<file path="config.mk">
export PLATFORM = sky130hd
export DESIGN_NAME = score_display
export DESIGN_NICKNAME = d
export VERILOG_FILES = /design/src/rtl/score_display.sv
export SDC_FILE = /design/constraint.sdc
export NUM_CORES = 1
export LEC_CHECK = 0
export ABC_AREA = 1
export BUFFER_PORTS_ARGS = -buffer_cell sky130_fd_sc_hd__buf_2
export CORE_ASPECT_RATIO = 1.2
export CORE_MARGIN = 1
export CORE_UTILIZATION = 53
export CTS_CLUSTER_DIAMETER = 150
export CTS_CLUSTER_SIZE = 20
export DETAILED_ROUTE_END_ITERATION = 16
export HOLD_SLACK_MARGIN = 0.02
export PLACE_DENSITY = 0.75
export REMOVE_ABC_BUFFERS = 1
export SETUP_SLACK_MARGIN = 0.1
export SYNTH_ARGS = -nofsm -noshare
export SYNTH_HDL_FRONTEND = slang
export SYNTH_SLANG_ARGS = --single-unit
</file>
<file path="constraint.sdc">
create_clock -name clk_i -period 1.6 [get_ports clk_i]
set_input_delay 0.16 -clock clk_i [delete_from_list [all_inputs] [get_ports clk_i]]
set_output_delay 0.16 -clock clk_i [all_outputs]
set_load 0.01 [all_outputs]
</file>
<file path="src/rtl/score_display.sv">
// rtl/score_display.sv - best-score tracker and multiplexed four-digit seven-segment driver
module score_display #(
    parameter int REFRESH_CYCLES = 100000,
    parameter bit BLANK_LEADING  = 1'b1
) (
    input  logic       clk_i,
    input  logic       rst_i,
    input  logic [3:0] digit0_i,
    input  logic [3:0] digit1_i,
    input  logic [3:0] digit2_i,
    input  logic [3:0] digit3_i,
    input  logic       latch_i,
    input  logic       game_over_i,
    input  logic       show_best_i,
    output logic [3:0] anode_no,
    output logic [6:0] segments_no,
    output logic       dp_no
);
    localparam int CW = (REFRESH_CYCLES > 1) ? $clog2(REFRESH_CYCLES) : 1;
    localparam logic [CW-1:0] CNT_MAX = CW'(REFRESH_CYCLES - 1);

    logic [15:0]   cur_q, cur_d;
    logic [15:0]   best_q, best_d;
    logic [CW-1:0] cnt_q, cnt_d;
    logic [1:0]    slot_q, slot_d;
    logic [3:0]    anode_q, anode_d;
    logic [6:0]    seg_q, seg_d;
    logic          dp_q, dp_d;

    logic [15:0]   src;
    logic [3:0]    digit;
    logic [3:0]    lead_nz;
    logic          blank;

    function automatic logic [6:0] seg_decode(input logic [3:0] v);
        case (v)
            4'd0:    return 7'b1000000;
            4'd1:    return 7'b1111001;
            4'd2:    return 7'b0100100;
            4'd3:    return 7'b0110000;
            4'd4:    return 7'b0011001;
            4'd5:    return 7'b0010010;
            4'd6:    return 7'b0000010;
            4'd7:    return 7'b1111000;
            4'd8:    return 7'b0000000;
            4'd9:    return 7'b0010000;
            default: return 7'b0111111;
        endcase
    endfunction

    always_comb begin
        cur_d  = latch_i ? {digit3_i, digit2_i, digit1_i, digit0_i} : cur_q;
        // Packed BCD compares correctly as a plain unsigned integer.
        best_d = (game_over_i && (cur_q > best_q)) ? cur_q : best_q;

        cnt_d  = cnt_q + CW'(1);
        slot_d = slot_q;
        if (cnt_q == CNT_MAX) begin
            cnt_d  = '0;
            slot_d = slot_q + 2'd1;
        end

        src   = show_best_i ? best_q : cur_q;
        digit = src[{slot_q, 2'b00} +: 4];

        // lead_nz[k]: some digit at position k or above is non-zero.
        lead_nz[3] = |src[15:12];
        lead_nz[2] = lead_nz[3] | (|src[11:8]);
        lead_nz[1] = lead_nz[2] | (|src[7:4]);
        lead_nz[0] = 1'b1;
        blank      = BLANK_LEADING && !lead_nz[slot_q];

        anode_d = blank ? 4'b1111 : ~(4'b0001 << slot_q);
        seg_d   = blank ? 7'b1111111 : seg_decode(digit);
        dp_d    = !(show_best_i && (slot_q == 2'd3) && !blank);
    end

    always_ff @(posedge clk_i) begin
        if (rst_i) begin
            cur_q   <= '0;
            best_q  <= '0;
            cnt_q   <= '0;
            slot_q  <= '0;
            anode_q <= 4'b1111;
            seg_q   <= 7'b1111111;
            dp_q    <= 1'b1;
        end else begin
            cur_q   <= cur_d;
            best_q  <= best_d;
            cnt_q   <= cnt_d;
            slot_q  <= slot_d;
            anode_q <= anode_d;
            seg_q   <= seg_d;
            dp_q    <= dp_d;
        end
    end

    assign anode_no    = anode_q;
    assign segments_no = seg_q;
    assign dp_no       = dp_q;
endmodule

</file>
==> Implementation_results.wiki, run 1 <==
{| class="wikitable"
! Metric !! Value
|-
| Category of cells accounting for the largest share of critical-path delay || simple AND/OR/NAND/NOR gates
|-
| Std-Cell Rows || 31
|-
| Cell type with the highest aggregate area in the netlist || dfxtp_1
|-
| Top-level I/O count || 33
|-
| Top cell by count, worst path || nor2_1
|-
| Classification of the worst setup path || reg -> reg
|-
| Final design instance area without fill || 5100 µm²
|-
| Flops & latches, synth || 63
|-
| Height of the chip || 90.7 µm
|-
| Count of final max-slew check failures || 0
|-
| Final count of hold timing violations || 0
|-
| TritonCTS clock tree || built
|-
| Hold WS || 0.0797 ns
|-
| Area delta synth->final || 47.0%
|-
| Final estimated routing congestion in global placement || 0.867
|-
| Initial antenna violation count || 0
|-
| Tightest slew margin relative to the limit || 57.1%
|-
| Worst reg2reg path endpoint || best_q[7]
|-
| DRC || 0
|-
| Number of synthesis warnings || 0
|-
| Outcome || finished, violations left
|-
| Starting density of the core || 56.3%
|-
| Netlist Area Pre-Place || 3470 µm²
|-
| Clock period minus final worst setup slack || 1.82 ns
|-
| Share of Yosys cell area claimed by the top area cell type || 36.3%
|-
| Quantity of hold-fixing buffers added after cts || 0
|-
| Pwr per Cell Area || 1030 nW/µm²
|-
| Total iterations of the first detailed-routing run || 6
|-
| Count of distinct cell types in the synthesized netlist || 34
|-
| Clock transition time at the flip-flop clock pins of the worst setup and hold paths || 0.07 ns
|-
| Average size of a mapped cell || 7.13 µm²
|-
| Die Footprint || 6880 µm²
|-
| Core area || 6170 µm²
|-
| Worst-margin pin slew || 0.640 ns
|-
| Critical path peak fanout || 8
|-
| Ratio of cells with drive above 1 in the final layout || 51.2%
|-
| Sink of the worst hold path || cur_q[11]
|-
| Gate Count Post-Synth || 487
|-
| Clock latency on the worst-skew pair || 0.36 ns
|-
| Type of the tightest min-delay check || in -> reg
|-
| Wirelength per Cell || 17.8 µm
|-
| Standby leakage power || 2.15 nW
|-
| Data arrival time of the worst path || 2.06 ns
|-
| Slack of the worst reg-to-reg path || -0.22 ns
|-
| Total inserted antenna cells || 0
|-
| Top library cells by usage in the layout, fill and taps aside || nand2_1, buf_4, inv_1
|-
| Cell at the slowest stage of the critical path || dfxtp_2
|-
| Number of buffers on the longest clock path || 2
|-
| Violations in the final reports || negative setup slack
|-
| DRT iter0 DRCs || 361
|-
| Reported max-cap violation count || 0
|-
| # port buffers || 32
|-
| Die Width || 75.9 µm
|-
| Synth area leaders || dfxtp_1, nand2_1, ha_1
|-
| Remaining Overflow, GRT || 0
|-
| Critical path, cell by cell || inv_2 > ha_4 > a21oi_2 > nor2_1 > nor2_1 > nand2_1 > nand2_2 > nand2_4 > buf_8 > a21oi_2 > nor2_1
|-
| Pin count of the biggest net entering global routing || 33
|-
| Hold depth || 3
|-
| FF-to-FF path depth || 11
|-
| Leading cell type in the layout, fill and taps excluded || nand2_1
|-
| HPWL after DPL || 5.66 mm
|-
| H-Tree Depth || 3
|-
| Global-route wire length before repair || 15.0 mm
|-
| RSZ-0062 raised after global routing || true
|-
| CP max stage delay || 0.34 ns
|-
| Required time at the endpoint of the critical path || 1.84 ns
|-
| Nature of the critical path endpoint || flop
|-
| Bufs and invs on worst path || 2
|-
| Final antenna-violating net count || 0
|-
| Final wirelength || 11.9 mm
|-
| Max VDD drop || 0.000649 V
|-
| Number of buffers inserted during clock tree synthesis || 9
|-
| Share of synthesized area occupied by flip-flops and latches || 36.3%
|-
| Vias after detailed routing || 3885
|-
| Net count of the finished layout || 628
|-
| Clock tree root driver cell || clkbuf_8
|-
| Slack of the critical path || -0.216 ns
|-
| Post-place instance area || 3960 µm²
|-
| Final critical-path share of the clock period || 114%
|-
| Vias in the first global route || 3482
|-
| Min-Delay Startpoint || digit2_i[3]
|-
| Startpoint Class || flop
|-
| Avg Vias per Cell || 5.82
|-
| Total routing usage reported by global routing || 28.6%
|-
| Sinks on Clock Net || 63
|-
| Final setup violation count || 18
|-
| Worst clock skew on the final layout || 0.00727 ns
|-
| Worst r2r src || best_q[5]
|-
| Achievable frequency || 551 MHz
|}
[where the power goes]
group          leakage (nW)  switching, mW  internal (mW)
Sequential            0.529          0.109           1.74
Clock                0.0801          0.639          0.555
Combinational          1.54           1.26          0.986
[state kept, by name, summed over array words and instances (netlist names)]
name and cells:
cnt_q 17, best_q 16, cur_q 16, segments_no 7, anode_no 4, slot_q 2, dp_no 1
[tightest hold or removal path: stages]
cell and delay (ns):
buf_2 0.07, o21ai_0 0.07, a21oi_1 0.10
[kinds of logic after synthesis]
| group | Yosys count | share of synthesized area, % |
|---|---|---|
| simple gates | 217 | 27.3 |
| compound gates | 94 | 15.8 |
| buf+inv | 82 | 9.95 |
| flops | 63 | 36.3 |
| fa+ha+maj | 26 | 9.37 |
| xor+xnor | 5 | 1.26 |
[layout make-up]
type                       count  area [µm²]
sequential                    63        1300
inverter                      65         249
multi-input combinational    342        2520
clock inverter                 4        22.5
tap                           82         103
timing repair buffer         100         774
fill                         322        1060
clock buffer                  12         135
[cells in the mapped netlist (all sizes together)]
library cell and instances:
a21o 1, and3 1, nand2 115, dfxtp 63, nor2 53, inv 64
a21oi 51, clkbuf 6, buf 11, nor3 6, ha 26, clkinv 1
xor2 4, o21a 2, a31oi 2, nor3b 1, or2 2, o21ai 38
nand3 35, nand4 4, xnor2 1
[how the worst max path moves through the flow]
stage                 from             end  cells after the start
5_1_grt          best_q[5]       best_q[7]                     11
6_report         best_q[5]       best_q[7]                     11
3_5_place_dp   show_best_i  segments_no[0]                     11
2_1_floorplan    best_q[7]       best_q[0]                     11
4_1_cts          best_q[5]       best_q[1]                     10
3_3_place_gp   show_best_i  segments_no[3]                     11
[timing repair]
item,4_1_cts,5_1_grt
setup endpoints to repair,35,45
buffers inserted,7,12
pin swaps,39,52
gates resized for setup,107,109
cloned,5,1
[stage by stage]
| stage | setup slack, ns | util (%) | TNS [ns] | std cells | total power, mW |
|---|---|---|---|---|---|
| CTS | -0.0506 | 74.7 | -0.511 | 656 | 4.64 |
| global route | -0.282 | 82.7 | -4.66 | 668 | 5.46 |
| floorplan | -0.241 | - | -4.11 | 470 | 2.57 |
| finish | -0.216 | 82.7 | -2.83 | 668 | 5.28 |
| detailed placement | -0.185 | 64.3 | -2.83 | 628 | 3.01 |
| global placement | -0.145 | 64.3 | -1.73 | 628 | 2.96 |
[layer usage]
metal  global-route usage (%)  share of wire [%]  up-vias
li1                         -                  -     1749
met3                     6.92                6.5      102
met5                        0                  0        -
met2                     49.6                 49      220
met1                     30.1                 37     1814
met4                     16.7                7.2        0
Power figures use the tool's default switching activity.
==> inputs of run 2 (changes only) <==
--- a/config.mk
+++ b/config.mk
@@ -5,16 +5,16 @@
 export SDC_FILE = /design/constraint.sdc
 export NUM_CORES = 1
 export LEC_CHECK = 0
-export ABC_AREA = 1
+export ABC_AREA = 0
 export BUFFER_PORTS_ARGS = -buffer_cell sky130_fd_sc_hd__buf_2
 export CORE_ASPECT_RATIO = 1.2
 export CORE_MARGIN = 1
-export CORE_UTILIZATION = 53
+export CORE_UTILIZATION = 52
 export CTS_CLUSTER_DIAMETER = 150
 export CTS_CLUSTER_SIZE = 20
 export DETAILED_ROUTE_END_ITERATION = 16
 export HOLD_SLACK_MARGIN = 0.02
-export PLACE_DENSITY = 0.75
+export PLACE_DENSITY = 0.71
 export REMOVE_ABC_BUFFERS = 1
 export SETUP_SLACK_MARGIN = 0.1
 export SYNTH_ARGS = -nofsm -noshare
==> constraint.sdc (replaced) <==
create_clock -name clk_i -period 1.8 [get_ports clk_i]
set_input_delay 0.18 -clock clk_i [delete_from_list [all_inputs] [get_ports clk_i]]
set_output_delay 0.18 -clock clk_i [all_outputs]
set_load 0.01 [all_outputs]
==> run 2 against run 1 <==
The flow still finishes with violations (negative setup slack). Non-clock buffer count down 11. Register-to-register slack about the same. Clock skew up 0.00073 ns. Critical path type unchanged.
==> Implementation_results.wiki, run 2 <==
{| class="wikitable"
! Metric !! Value
|-
| Outcome || finished, violations left
|-
| Violations in the final reports || negative setup slack
|-
| Total iterations of the first detailed-routing run || 4 (-2)
|-
| Starting density of the core || 55.1% (-1.2 points)
|-
| Ratio of cells with drive above 1 in the final layout || 39.8% (-11 points)
|-
| Height of the chip || 90.5 µm (-0.12%)
|-
| Total inserted antenna cells || 0 (unchanged)
|-
| Clock transition time at the flip-flop clock pins of the worst setup and hold paths || 0.07 ns (about the same)
|-
| Worst-margin pin slew || 0.528 ns (-0.112 ns)
|-
| Required time at the endpoint of the critical path || 2.04 ns (+0.20 ns)
|-
| Initial antenna violation count || 0 (unchanged)
|-
| Top-level I/O count || 33 (unchanged)
|-
| Hold WS || 0.0636 ns (-0.0161 ns)
|-
| HPWL after DPL || 5.42 mm (-4.2%)
|-
| Number of flip-flops under the largest register name || 17 (unchanged)
|-
| Worst clock skew on the final layout || 0.00800 ns (+0.000725 ns)
|-
| Avg Vias per Cell || 5.39 (-7.3%)
|-
| Final count of hold timing violations || 0 (unchanged)
|-
| Finished Layout Cells || 522 (-22%)
|-
| Tightest slew margin relative to the limit || 64.8% (+7.7 points)
|-
| Vias after detailed routing || 2814 (-28%)
|-
| Clock tree root driver cell || clkbuf_8
|-
| Quantity of hold-fixing buffers added after cts || 0 (unchanged)
|-
| Gate Count Post-Synth || 352 (-28%)
|-
| Total routing usage reported by global routing || 25.8% (-2.9 points)
|-
| Netlist Area Pre-Place || 3400 µm² (-2.1%)
|-
| Cell type with the highest aggregate area in the netlist || dfxtp_1
|-
| Core area || 6170 µm² (unchanged)
|-
| Final estimated routing congestion in global placement || 0.855 (-1.4%)
|-
| Critical path peak fanout || 4 (-4)
|-
| FF-to-FF path depth || 8 (-3)
|-
| Largest regs || cnt_q: 17 flops, best_q: 16 flops, cur_q: 16 flops
|-
| Slack of the worst reg-to-reg path || -0.22 ns (about the same)
|-
| Synth area leaders || dfxtp_1, mux2i_1, ha_1
|-
| Top library cells by usage in the layout, fill and taps aside || dfxtp_1, nor2_1, buf_4
|-
| Vias in the first global route || 2926 (-16%)
|-
| Number of buffers inserted during clock tree synthesis || 9 (unchanged)
|-
| Average size of a mapped cell || 9.65 µm² (+35%)
|-
| FFs w/ async S/R, synth || 0% (unchanged)
|-
| Std-Cell Rows || 31 (unchanged)
|-
| Number of buffers on the longest clock path || 2 (unchanged)
|-
| Commonest register cell after synthesis || dfxtp_1
|-
| Most instantiated cells after synthesis || dfxtp_1, nor2_1, mux2i_1, nand2b_1, ha_1
|-
| Share of Yosys cell area claimed by the top area cell type || 37.1% (+0.79 points)
|-
| # port buffers || 32 (unchanged)
|-
| Nature of the critical path endpoint || flop
|-
| Utilization after layout || 73.6% (-9.1 points)
|-
| Reported max-cap violation count || 0 (unchanged)
|-
| Slack of the critical path || -0.222 ns (-0.00610 ns)
|-
| Final setup violation count || 23 (+5)
|-
| RSZ-0062 raised after global routing || true
|-
| Most flop-heavy register || cnt_q
|-
| Post-synth EDFFs || 0 (unchanged)
|-
| Area delta synth->final || 33.6%
|-
| Final critical-path share of the clock period || 112% (-1.2 points)
|-
| Startpoint Class || flop
|-
| DRT iter0 DRCs || 173 (-52%)
|-
| Data arrival time of the worst path || 2.26 ns (+0.20 ns)
|-
| Pwr per Cell Area || 762 nW/µm² (-26%)
|-
| TritonCTS clock tree || built
|-
| Global-route wire length before repair || 13.2 mm (-12%)
|-
| Max VDD drop || 0.000550 V (-15%)
|-
| Clock latency on the worst-skew pair || 0.35 ns (about the same)
|-
| Net count of the finished layout || 483 (-23%)
|-
| Remaining Overflow, GRT || 0 (unchanged)
|-
| Number of synthesis warnings || 0 (unchanged)
|-
| Final antenna-violating net count || 0 (unchanged)
|-
| Minimum setup slack after placement || -0.269 ns (-0.0841 ns)
|-
| Total instance count after detailed placement || 502 (-20%)
|-
| Clock period minus final worst setup slack || 2.02 ns (+0.206 ns)
|-
| DRC || 0 (unchanged)
|-
| Standby leakage power || 1.87 nW (-13%)
|-
| Type of the tightest min-delay check || in -> reg
|-
| Classification of the worst setup path || reg -> reg
|-
| Achievable frequency || 495 MHz (-10%)
|-
| Count leader, synth || dfxtp_1
|-
| Share of synthesized area occupied by flip-flops and latches || 37.1% (+0.79 points)
|-
| Wirelength per Cell || 15.4 µm (-13%)
|-
| Pin count of the biggest net entering global routing || 23 (-30%)
|-
| Die Footprint || 6860 µm² (-0.25%)
|-
| Final wirelength || 8.06 mm (-32%)
|-
| Sinks on Clock Net || 63 (unchanged)
|-
| Flops & latches, synth || 63 (unchanged)
|-
| H-Tree Depth || 3 (unchanged)
|-
| Count of distinct cell types in the synthesized netlist || 46 (+35%)
|-
| Leading cell type in the layout, fill and taps excluded || dfxtp_1
|-
| Die Width || 75.8 µm (-0.13%)
|-
| Count of final max-slew check failures || 0 (unchanged)
|-
| Hold depth || 3 (unchanged)
|}
[run 2: cell types whose count changed after synthesis, moves of 9 or more]
| cell | previous run | this run |
|---|---|---|
| a21oi_1 | 49 | 7 |
| inv_1 | 58 | 22 |
| nand3_1 | 35 | 9 |
| o21ai_2 | 10 | 1 |
| nand2b_1 | 0 | 32 |
| nand2_1 | 106 | 15 |
| o21ai_0 | 24 | 5 |
| mux2i_1 | 0 | 38 |
[run 2: path summary, 6_finish.rpt]
kind                     from        endpoint
setup / recovery    best_q[1]  segments_no[6]
hold / removal    digit0_i[3]        cur_q[3]
setup reg to reg    best_q[1]  segments_no[6]
hold reg to reg      cnt_q[0]        cnt_q[0]
[run 2: logic make-up (layout without fill, tap and decap cells)]
kind of cell | Yosys count | after routing | synth area share [%]
XOR/XNOR | 16 | 16 | 4.13
AO/OA/AOI/OAI | 30 | 30 | 5.60
flip-flops | 63 | 63 | 37.1
buffers and inverters | 40 | 127 | 5.78
multiplexers | 48 | 48 | 17.7
AND/OR/NAND/NOR | 129 | 130 | 20.1
adder cells (fa/ha/maj) | 26 | 26 | 9.58
[run 2: where the power goes]
part | total, mW | switching [mW] | internal, mW
sequential | 1.50 | 0.0419 | 1.46
combinational | 0.700 | 0.337 | 0.363
clock | 1.26 | 0.557 | 0.700
[run 2: stage by stage]
stage / TNS [ns] / total power [mW] / cell area (µm²)
finish: -3.68 / 3.46 / 4540
global route: -5.78 / 3.62 / 4540
CTS: -2.32 / 3.43 / 4440
detailed placement: -4.90 / 2.11 / 3950
global placement: -3.49 / 2.09 / 3950
floorplan: -8.51 / 1.85 / 3290
[run 2: critical path: stages (launching register included)]
cell	delay, ns
dfxtp_2	0.32
buf_4	0.13
buf_6	0.11
mux4_2	0.51
mux2i_4	0.27
inv_2	0.12
ha_4	0.19
mux2i_2	0.16
o21ai_1	0.09
[run 2: routing by layer]
| metal | vias up | routed length [µm] | global-route usage, % |
|---|---|---|---|
| li1 | 1386 | - | - |
| met1 | 1351 | 3450 | 29.6 |
| met2 | 58 | 4120 | 42.9 |
| met3 | 19 | 298 | 7.48 |
| met4 | 0 | 193 | 11.6 |
| met5 | - | 0 | 0 |
[run 2: repair_timing]
action | in CTS | in global routing
cloned | 0 | 2
setup endpoints to repair | 35 | 43
setup buffers | 3 | 1
pin swaps | 21 | 10
gates resized for setup | 65 | 21
[run 2: cell type report]
cell class                      count  area (µm²)
Tap cell                           82         103
Sequential cell                    63        1290
Fill cell                         423        1630
Inverter                           23        86.3
Clock inverter                      4        45.0
Timing Repair Buffer               89         652
Clock buffer                       11         151
Multi-Input combinational cell    250        2210
==> inputs of run 3 (changes only) <==
==> constraint.sdc (replaced) <==
create_clock -name clk_i -period 1.8 [get_ports clk_i]
set_input_delay 0.09 -clock clk_i [delete_from_list [all_inputs] [get_ports clk_i]]
set_output_delay 0.09 -clock clk_i [all_outputs]
set_load 0.01 [all_outputs]
==> run 3 against run 2 <==
The flow still finishes with violations (negative setup slack). Register-to-register slack got worse by 0.03 ns. Sequential share of layout area fell by 0.96 points. Critical path depth did not move. Via count rose by 3.5%. Largest power group unchanged. Routed wire length rose by 4.6%. Largest cell class unchanged. Combinational power rose by 4.6%. Clock skew fell by 0.0017 ns. First-iteration DRC count rose by 14%. Worst setup slack got worse by 0.029 ns. Total power rose by 0.92%. Non-clock buffer count rose by 16. Sequential cell count did not move.
==> Implementation_results.wiki, run 3 (synthesis results as in run 2) <==
{| class="wikitable"
! Metric !! Value
|-
| Outcome || finished, violations left
|-
| Violations in the final reports || negative setup slack
|-
| CP max stage delay || 0.43 ns (-0.08 ns)
|-
| Startpoint Class || flop
|-
| TritonCTS clock tree || built
|-
| Initial antenna violation count || 0 (unchanged)
|-
| Top-level I/O count || 33 (unchanged)
|-
| Pwr per Cell Area || 744 nW/µm² (-2.4%)
|-
| Number of flip-flops under the largest register name || 17 (unchanged)
|-
| Clock tree root driver cell || clkbuf_8
|-
| Slack of the worst reg-to-reg path || -0.25 ns (-0.03 ns)
|-
| Slack of the critical path || -0.251 ns (-0.0287 ns)
|-
| Ratio of cells with drive above 1 in the final layout || 37.9% (-1.8 points)
|-
| Pin count of the biggest net entering global routing || 23 (unchanged)
|-
| Core area || 6170 µm² (unchanged)
|-
| Final estimated routing congestion in global placement || 0.855 (unchanged)
|-
| Critical path, cell by cell || inv_2 > ha_4 > nor2b_4 > o211ai_1 > a2111oi_2 > o311a_1 > buf_6 > mux2i_2
|-
| DRT iter0 DRCs || 197 (+14%)
|-
| Largest regs || cnt_q: 17 flops, best_q: 16 flops, cur_q: 16 flops
|-
| Min-Delay Startpoint || rst_i
|-
| Critical path peak fanout || 8 (+4)
|-
| Total routing usage reported by global routing || 26.3% (+0.54 points)
|-
| Die Width || 75.8 µm (unchanged)
|-
| Number of inserted filler cells in the final layout || 394 (-6.9%)
|-
| Total inserted antenna cells || 0 (unchanged)
|-
| Total iterations of the first detailed-routing run || 4 (unchanged)
|-
| Sum of negative setup slack || -4.57 ns (-0.893 ns)
|-
| Final setup violation count || 23 (unchanged)
|-
| DRC || 0 (unchanged)
|-
| Worst r2r src || best_q[1]
|-
| Top library cells by usage in the layout, fill and taps aside || dfxtp_1, nor2_1, buf_4
|-
| Die Footprint || 6860 µm² (unchanged)
|-
| WL met3 || 364 µm (+22%)
|-
| Number of buffers on the longest clock path || 2 (unchanged)
|-
| Vias after detailed routing || 2913 (+3.5%)
|-
| Worst-margin pin slew || 0.544 ns (+0.0163 ns)
|-
| Sinks on Clock Net || 63 (unchanged)
|-
| # port buffers || 32 (unchanged)
|-
| Metal2 WL || 4.24 mm (+3.0%)
|-
| RSZ-0062 raised after global routing || true
|-
| Wirelength per Cell || 15.7 µm (+1.5%)
|-
| Tightest slew margin relative to the limit || 63.7% (-1.1 points)
|-
| Final critical-path share of the clock period || 114% (+1.6 points)
|-
| Area delta synth->final || 38.2%
|-
| Final wirelength || 8.43 mm (+4.6%)
|-
| Most flop-heavy register || cnt_q
|-
| Remaining Overflow, GRT || 0 (unchanged)
|-
| Highest metal layer with signal wires || met4
|-
| Critical path launch point || best_q[1]
|-
| Net count of the finished layout || 499 (+3.3%)
|-
| Met1 routed wirelength after detailed routing || 3.57 mm (+3.7%)
|-
| Clock period minus final worst setup slack || 2.05 ns (+0.0287 ns)
|-
| HPWL after DPL || 5.42 mm (unchanged)
|-
| Vias in the first global route || 2972 (+1.6%)
|-
| H-Tree Depth || 3 (unchanged)
|-
| Cell at the slowest stage of the critical path || a2111oi_2
|-
| Starting density of the core || 55.1% (unchanged)
|-
| Max VDD drop || 0.000524 V (-4.6%)
|-
| Count of final max-slew check failures || 0 (unchanged)
|-
| Required time at the endpoint of the critical path || 2.07 ns (+0.03 ns)
|-
| Nature of the critical path endpoint || flop
|-
| Number of buffers inserted during clock tree synthesis || 9 (unchanged)
|-
| Area used by multi-input combinational logic || 2210 µm² (-0.17%)
|-
| Clock transition time at the flip-flop clock pins of the worst setup and hold paths || 0.07 ns (about the same)
|-
| Worst clock skew on the final layout || 0.00633 ns (-0.00167 ns)
|-
| Height of the chip || 90.5 µm (unchanged)
|-
| Reported max-cap violation count || 0 (unchanged)
|-
| Classification of the worst setup path || reg -> reg
|-
| Global-route wire length before repair || 13.5 mm (+2.3%)
|-
| Standby leakage power || 1.93 nW (+3.5%)
|-
| Std-Cell Rows || 31 (unchanged)
|-
| Achievable frequency || 488 MHz (-1.4%)
|-
| Final antenna-violating net count || 0 (unchanged)
|-
| Clock latency on the worst-skew pair || 0.35 ns (about the same)
|-
| Utilization after layout || 76.1% (+2.5 points)
|-
| Data arrival time of the worst path || 2.33 ns (+0.07 ns)
|-
| Leading cell type in the layout, fill and taps excluded || dfxtp_1
|-
| Avg Vias per Cell || 5.41 (+0.44%)
|-
| Final count of hold timing violations || 0 (unchanged)
|-
| Type of the tightest min-delay check || in -> reg
|-
| Sequential cell area || 1290 µm² (about the same)
|}
## run 3: report_power, final
| part | internal (mW) | switching [mW] |
|---|---|---|
| Combinational | 0.386 | 0.346 |
| Sequential | 1.46 | 0.0420 |
| Clock | 0.700 | 0.556 |
## run 3: layout make-up
class / count / area share (%)
clock inverters: 4 / 0.960
inverters: 23 / 1.84
well taps: 82 / 2.19
repair buffers: 105 / 17.3
flip-flops and latches: 63 / 27.4
clock buffers: 11 / 3.23
multi-input cells: 250 / 47.1
## run 3: final timing paths
kind	to	depth (start not counted)
max reg2reg	best_q[12]	8
max	best_q[12]	8
min reg2reg	cnt_q[0]	1
min	cur_q[2]	2
## run 3: routing by layer
layer | up-vias | track usage, %
met4 | 0 | 11.6
met2 | 87 | 43.8
li1 | 1418 | -
met5 | - | 0
met3 | 24 | 7.25
met1 | 1384 | 30.5
## run 3: critical path: cells and delay by family (launching register included)
family                     cells  cell delay, ns
AOI/OAI and AO/OA              3            0.81
DFF                            1            0.34
adders and majority gates      1            0.25
buffers and inverters          2            0.23
muxes                          1            0.22
and+or+nand+nor                1            0.13
## run 3: metrics by stage
| stage | cells | instance area (µm²) | power [mW] | hold slack (ns) | setup slack, ns |
|---|---|---|---|---|---|
| global placement | 502 | 3950 | 2.09 | 0.322 | -0.180 |
| detailed placement | 502 | 3950 | 2.11 | 0.331 | -0.269 |
| global route | 538 | 4690 | 3.64 | 0.198 | -0.382 |
| floorplan | 335 | 3290 | 1.85 | 0.162 | -0.413 |
| finish | 538 | 4690 | 3.49 | 0.188 | -0.251 |
| CTS | 535 | 4600 | 3.45 | 0.146 | -0.158 |
## run 3: repair_timing
item,4_1_cts,5_1_grt
setup buffers,3,1
gates resized for setup,65,18
pin swaps,21,8
endpoints found under the hold margin,16,0
cloned,0,2
hold buffers,16,0
setup endpoints to repair,35,43
